### config.mk
export PLATFORM = sky130hd
export DESIGN_NAME = filter_ctrl
export DESIGN_NICKNAME = d
export VERILOG_FILES = /design/src/rtl/filter_ctrl_pkg.sv /design/src/rtl/filter_slew.sv /design/src/rtl/filter_ctrl.sv
export SDC_FILE = /design/constraint.sdc
export NUM_CORES = 1
export LEC_CHECK = 0
export BUFFER_PORTS_ARGS = -buffer_cell sky130_fd_sc_hd__clkbuf_2
export CORE_ASPECT_RATIO = 2
export CORE_MARGIN = 1.5
export CORE_UTILIZATION = 59
export DETAILED_ROUTE_END_ITERATION = 12
export PLACE_DENSITY = 0.79
export SLEW_MARGIN = 20
export SYNTH_ARGS = -nofsm -noshare
export SYNTH_HDL_FRONTEND = slang
export SYNTH_SLANG_ARGS = --single-unit
export TNS_END_PERCENT = 1
### constraint.sdc
create_clock -name clk -period 6.9 [get_ports clk]
set_input_delay 1.035 -clock clk [delete_from_list [all_inputs] [get_ports clk]]
set_output_delay 1.035 -clock clk [all_outputs]
set_load 0.005 [all_outputs]
### src/rtl/filter_ctrl_pkg.sv
// filter_ctrl_pkg
// Shared definitions for the SID filter register controller:
//   - bus address map of the four filter registers
//   - sequencer state encoding
//   - field widths of the committed filter parameters
package filter_ctrl_pkg;

    localparam int FC_W  = 11;
    localparam int NIB_W = 4;

    localparam logic [1:0] ADDR_FC_LO    = 2'd0;
    localparam logic [1:0] ADDR_FC_HI    = 2'd1;
    localparam logic [1:0] ADDR_RES_FILT = 2'd2;
    localparam logic [1:0] ADDR_MODE_VOL = 2'd3;

    typedef enum logic [1:0] {
        COUNT  = 2'd0,
        COMMIT = 2'd1,
        STROBE = 2'd2
    } state_t;

endpackage

### src/rtl/filter_slew.sv
// filter_slew
// Step limiter: on each enabled clock, moves cur toward target by at most
// STEP. Never overshoots, so cur always stays within 0..2^W-1.
// Ports:
//   clk, rst   clock, asynchronous active-high reset (cur -> 0)
//   en         apply one step this cycle
//   target     value to approach
//   cur        current (committed) value
module filter_slew #(
    parameter int W    = 11,
    parameter int STEP = 32
) (
    input  logic         clk,
    input  logic         rst,
    input  logic         en,
    input  logic [W-1:0] target,
    output logic [W-1:0] cur
);

    // A step at least as large as the full range means "jump straight there".
    localparam int            STEP_SAT = (STEP > (1 << W) - 1) ? (1 << W) - 1 : STEP;
    localparam logic [W-1:0]  STEP_C   = W'(STEP_SAT);

    logic [W-1:0] diff;
    logic [W-1:0] delta;
    logic [W-1:0] nxt;

    always_comb begin
        diff  = '0;
        delta = '0;
        nxt   = cur;
        if (target >= cur) begin
            diff  = target - cur;
            delta = (diff > STEP_C) ? STEP_C : diff;
            nxt   = cur + delta;
        end else begin
            diff  = cur - target;
            delta = (diff > STEP_C) ? STEP_C : diff;
            nxt   = cur - delta;
        end
    end

    always_ff @(posedge clk or posedge rst) begin
        if (rst) begin
            cur <= '0;
        end else if (en) begin
            cur <= nxt;
        end
    end

endmodule

### src/rtl/filter_ctrl.sv
// filter_ctrl
// Register interface and sample sequencer for the SID filter. Bus writes
// land in shadow registers; all shadows are committed together once per
// audio sample, with fc and vol slew-limited. A one-cycle sample_valid
// strobe follows each commit.
// Ports:
//   clk, rst        clock, asynchronous active-high reset
//   run             1 = sequencer counts, 0 = hold
//   wr_valid/ready  bus write handshake, wr_addr/wr_data carry the write
//   fc,res,filt,    committed filter parameters
//   mode,vol
//   sample_valid    one-cycle strobe per audio sample
//   pending         shadow state differs from committed state
//
// state  | meaning
// COUNT  | divider running (or held while run=0), writes accepted
// COMMIT | shadows -> outputs, fc/vol take one slew step, writes stalled
// STROBE | sample_valid high, writes accepted
module filter_ctrl
    import filter_ctrl_pkg::*;
#(
    parameter int SAMPLE_DIV = 500,
    parameter int FC_STEP    = 32,
    parameter int VOL_STEP   = 1
) (
    input  logic             clk,
    input  logic             rst,
    input  logic             run,
    input  logic             wr_valid,
    output logic             wr_ready,
    input  logic [1:0]       wr_addr,
    input  logic [7:0]       wr_data,
    output logic [FC_W-1:0]  fc,
    output logic [NIB_W-1:0] res,
    output logic [NIB_W-1:0] filt,
    output logic [NIB_W-1:0] mode,
    output logic [NIB_W-1:0] vol,
    output logic             sample_valid,
    output logic             pending
);

    localparam int              CNT_W    = $clog2(SAMPLE_DIV);
    localparam logic [CNT_W-1:0] CNT_LAST = CNT_W'(SAMPLE_DIV - 2);

    state_t             state;
    logic [CNT_W-1:0]   cnt;

    logic [FC_W-1:0]    sh_fc;
    logic [NIB_W-1:0]   sh_res;
    logic [NIB_W-1:0]   sh_filt;
    logic [NIB_W-1:0]   sh_mode;
    logic [NIB_W-1:0]   sh_vol;

    logic               wr_fire;
    logic               commit_en;

    assign wr_fire   = wr_valid & wr_ready;
    assign commit_en = (state == COMMIT);

    // Shadow registers, SID register layout.
    always_ff @(posedge clk or posedge rst) begin
        if (rst) begin
            sh_fc   <= '0;
            sh_res  <= '0;
            sh_filt <= '0;
            sh_mode <= '0;
            sh_vol  <= '0;
        end else if (wr_fire) begin
            case (wr_addr)
                ADDR_FC_LO:    sh_fc[2:0]  <= wr_data[2:0];
                ADDR_FC_HI:    sh_fc[10:3] <= wr_data;
                ADDR_RES_FILT: begin
                    sh_res  <= wr_data[7:4];
                    sh_filt <= wr_data[3:0];
                end
                ADDR_MODE_VOL: begin
                    sh_mode <= wr_data[7:4];
                    sh_vol  <= wr_data[3:0];
                end
                default: ;
            endcase
        end
    end

    // Sequencer. COUNT spans SAMPLE_DIV-2 cycles per period so that, with
    // COMMIT and STROBE, the strobe period is exactly SAMPLE_DIV.
    always_ff @(posedge clk or posedge rst) begin
        if (rst) begin
            state        <= COUNT;
            cnt          <= '0;
            sample_valid <= 1'b0;
            wr_ready     <= 1'b0;
            res          <= '0;
            filt         <= '0;
            mode         <= '0;
        end else begin
            sample_valid <= 1'b0;
            wr_ready     <= 1'b1;
            case (state)
                COUNT: begin
                    if (run) begin
                        if (cnt == CNT_LAST) begin
                            cnt      <= '0;
                            state    <= COMMIT;
                            wr_ready <= 1'b0;
                        end else begin
                            cnt <= cnt + 1'b1;
                        end
                    end
                end
                COMMIT: begin
                    res          <= sh_res;
                    filt         <= sh_filt;
                    mode         <= sh_mode;
                    sample_valid <= 1'b1;
                    state        <= STROBE;
                end
                STROBE: begin
                    // The strobe cycle is the first cycle of the next period.
                    cnt   <= CNT_W'(1);
                    state <= COUNT;
                end
                default: begin
                    cnt   <= '0;
                    state <= COUNT;
                end
            endcase
        end
    end

    filter_slew #(.W(FC_W), .STEP(FC_STEP)) u_fc_slew (
        .clk    (clk),
        .rst    (rst),
        .en     (commit_en),
        .target (sh_fc),
        .cur    (fc)
    );

    filter_slew #(.W(NIB_W), .STEP(VOL_STEP)) u_vol_slew (
        .clk    (clk),
        .rst    (rst),
        .en     (commit_en),
        .target (sh_vol),
        .cur    (vol)
    );

    assign pending = (sh_fc != fc) | (sh_vol != vol) | (sh_res != res)
                   | (sh_filt != filt) | (sh_mode != mode);

endmodule
==> qor.log <==
[pwr] power share of the clock group 31.8%
[pwr] switching power summed over all nets 0.000469 W
[timing] Max-Slew Margin vs Limit 44.1%
[timing] count of final max-slew check failures 0
[synthesis] most repeated cell in the gate-level netlist after synthesis sky130_fd_sc_hd__nand2_1
[layout] Antenna diodes 0
[worst_setup_path] kind of start point of the critical path flip-flop
[layout] layout overhead on the synthesized area 11.2%
[synthesis] ranking of synthesized cells by area sky130_fd_sc_hd__dfrtp_1 34%, sky130_fd_sc_hd__ha_1 12%, sky130_fd_sc_hd__mux2_2 5.5%
[clock_tree] H-tree depth 3
[drt] per-cell routed wire length 18.8 um
[clock_tree] clk sink count 67
[flow_run] Max-cap violations 0
[clock_tree] number of clock buffers inserted by TritonCTS 9
[floorplan] placeable core area 0.00823 mm2
[layout] fraction of layout cells with a size suffix above 1 16.1%
[pwr] Leakage 2.66 nW
[synthesis] nets in the synthesized netlist 616
[synthesis] Post-Synthesis Cell Area 0.00495 mm2
[timing] setup repair after global routing missed its margin false
[global_routing] global-route wire length before repair 21.3 mm
[run_status] outcome complete, no violations
[worst_setup_path] Critical Path Sink Type flip-flop
[drt] Final Routed Wirelength 13.0 mm
[floorplan] die outline area 0.00899 mm2
[placement] final estimated routing congestion in global placement 0.999
[synthesis] post-synth cell types 63
[worst_hold_path] type of the worst min-delay path flip-flop to flip-flop
[placement] Port Buffer Count 43
[drt] via/cell ratio 6.14
[timing] # setup viols final 0
[synthesis] Commonest cells post-synth 70 x sky130_fd_sc_hd__nand2_1, 67 x sky130_fd_sc_hd__dfrtp_1, 47 x sky130_fd_sc_hd__inv_1, 46 x sky130_fd_sc_hd__ha_1, 34 x sky130_fd_sc_hd__nor2_1
[global_routing] global-route usage over all layers 32.1%
[drt] residual antenna-violating net count after detailed routing 0
[pwr] portion of total power attributed to sequential cells 36.8%
[drt] via total after detailed routing 4257
[clock_tree] Clock Root Buffer sky130_fd_sc_hd__clkbuf_16
[clock_tree] Skew-Pair Late Insertion Delay 0.34 ns
[worst_setup_path] Critical Path RT 7.18 ns
[pwr] internal power of the cells 0.000855 W
[worst_setup_path] arrival time at the worst endpoint 6.13 ns
[global_routing] maximum number of pins on one net before global-route repair 68
[clock_tree] number of setup buffers added after CTS 0
[floorplan] initial standard-cell utilization of the core 60.2%
[clock_tree] clock transition at the registers of the reported paths 0.06 ns
[synthesis] Post-Syn Instances 550
[synthesis] Synth Warn # 0
[timing] Achievable Freq 171 MHz
[global_routing] antenna violations before repair 0
[timing] number of hold violations in the final report 0
[pwr] pwr/cell area 240 mW/mm2
[global_routing] via count of the first global-routing pass 4426
[floorplan] x dimension of the die 67.8 um
[synthesis] fraction of post-synthesis cell area in the top cell type by area 33.8%
[floorplan] Rows 47
[pwr] maximum resistive drop on vdd 0.252 mV
[pwr] switching power as a share of total power 35.4%
[worst_setup_path] kind of critical path flip-flop to flip-flop
[synthesis] number of enable-type register cells in the synthesized netlist 0
[clock_tree] post-cts sizing count 0
[drt] DRT iter0 DRCs 267
[placement] dpl hpwl 10.1 mm
[synthesis] synthesized area per cell 9.01 um2
[timing] setup TNS after final layout 0 ns
[worst_setup_path] Max FO, Critical Path 6
[synthesis] cell type with the largest total area after synthesis sky130_fd_sc_hd__dfrtp_1
[floorplan] Chip Height 133 um
[clock_tree] hold_buf cts 0
[floorplan] number of primary I/O pins 44
[timing] final worst path period share 84.7%
[timing] worst clock skew on the final layout 0.00907 ns
[synthesis] share of flip-flops with an asynchronous set or reset after synthesis 100%
[synthesis] register area share after synthesis 33.8%
[drt] first-pass iteration count of the detailed router 5
[synthesis] most common flop cell mapped by yosys sky130_fd_sc_hd__dfrtp_1
[clock_tree] TritonCTS clock tree yes
[global_routing] total congestion overflow 0
[timing] Tmin final 5.85 ns
[layout] layout net count 656
[pwr] logic gate share of total power 31.3%
[timing] final hold slack 0.506 ns
[synthesis] total of flip-flops plus latches after synthesis 67
[timing] pin slew with the least headroom to its limit 0.839 ns
[drt] # DRC 0
[layout] Filler Cells Inserted 668
[clock_tree] maximum root-to-sink buffer count 2
-- worst paths after layout --
check                                       from                end  slack, ns  depth (start not counted)
worst min-delay path                    state[0]             cnt[0]       0.51                          1
worst max register to register  u_fc_slew.cur[1]  u_fc_slew.cur[10]       1.05                         21
min in group asynchronous                    rst          sh_res[1]       0.91                          3
worst max-delay path            u_fc_slew.cur[1]  u_fc_slew.cur[10]       1.05                         21
worst min register to register          state[0]             cnt[0]       0.51                          1
max in group asynchronous                    rst  u_vol_slew.cur[1]       5.42                          3
-- critical path: stages, from the launching register on --
cell                        delay, ns
sky130_fd_sc_hd__dfrtp_1         0.46
sky130_fd_sc_hd__inv_1           0.17
sky130_fd_sc_hd__fa_1            0.55
sky130_fd_sc_hd__nor2b_4         0.17
sky130_fd_sc_hd__o221ai_1        0.27
sky130_fd_sc_hd__o41ai_1         0.67
sky130_fd_sc_hd__a2111oi_4       0.11
sky130_fd_sc_hd__nand2_2         0.15
sky130_fd_sc_hd__or2_2           0.12
sky130_fd_sc_hd__ha_1            0.20
sky130_fd_sc_hd__nand3b_1        0.13
sky130_fd_sc_hd__or3_1           0.40
sky130_fd_sc_hd__nor3_1          0.27
sky130_fd_sc_hd__nor2_1          0.07
sky130_fd_sc_hd__ha_1            0.33
sky130_fd_sc_hd__or3_1           0.39
sky130_fd_sc_hd__o21a_1          0.14
sky130_fd_sc_hd__a31o_2          0.25
sky130_fd_sc_hd__a21oi_1         0.33
sky130_fd_sc_hd__nand2_1         0.11
sky130_fd_sc_hd__a2111o_1        0.41
sky130_fd_sc_hd__nand3_1         0.08
-- stage by stage --
step / cells / setup WS, ns / instance area, um2 / util, % / total power (W)
floorplan: 550 / 1.73 / 4950 / - / 0.000796
global placement: 677 / 1.37 / 5230 / 63.5 / 0.000883
detailed placement: 677 / 1.14 / 5230 / 63.5 / 0.000897
CTS: 693 / 1.13 / 5510 / 66.9 / 0.00132
global route: 693 / 0.691 / 5510 / 66.9 / 0.00140
finish: 693 / 1.05 / 5510 / 66.9 / 0.00132
-- power by group through the flow --
| stage | combinational [W] | clock, W | sequential, W |
|---|---|---|---|
| after floorplan | 0.000317 | 0 | 0.000480 |
| after CTS | 0.000407 | 0.000425 | 0.000487 |
| after detailed placement | 0.000404 | 0 | 0.000493 |
| final | 0.000415 | 0.000422 | 0.000488 |
| after global placement | 0.000392 | 0 | 0.000490 |
| after global routing | 0.000458 | 0.000446 | 0.000494 |
-- cell families (layout without fill, tap and decap cells) --
family	count (synthesis)	after routing	synth area share (%)
xor+xnor	42	42	7.43
mux	26	26	5.86
buf+inv	63	108	5.08
simple gates	180	180	17.6
fa+ha+maj	52	52	14.0
other cells	1	1	0.0757
compound gates	119	119	16.0
flops	67	67	33.8
-- layout make-up --
type / instances / area (um2) / share of cell area, %
clock buffer: 9 / 225 / 4.09
clock inverter: 7 / 52.6 / 0.954
inverter: 47 / 176 / 3.20
multi-input combinational: 420 / 3030 / 54.9
sequential: 67 / 1680 / 30.4
tap: 98 / 123 / 2.23
timing repair buffer: 45 / 230 / 4.18
-- cell usage in the layout (no fill, tap or decap), drive strengths merged, types with 19 or more instances in the layout --
cell type	netlist	routed
nor2	34	34
xnor2	19	19
inv	47	49
a21oi	29	29
mux2	24	24
nand2	71	71
xor2	23	23
clkbuf	13	52
dfrtp	67	67
ha	46	46
o21ai	29	29
-- metal layers --
layer / share of wire [%] / track usage (%) / up-vias
li1: - / - / 2001
met1: 33 / 30.6 / 2035
met2: 55 / 56.6 / 147
met3: 4.1 / 6.80 / 74
met4: 8.0 / 23.8 / 0
met5: 0 / 0 / -
-- state kept, by name (all words and copies together), names as in the netlist --
signal,count
state,2
res,4
sample_valid,1
wr_ready,1
cnt,9
sh_filt,4
sh_res,4
sh_mode,4
mode,4
u_vol_slew.cur,4
filt,4
sh_fc,11
sh_vol,4
u_fc_slew.cur,11
Note: power is estimated with default switching activity, not from simulation.
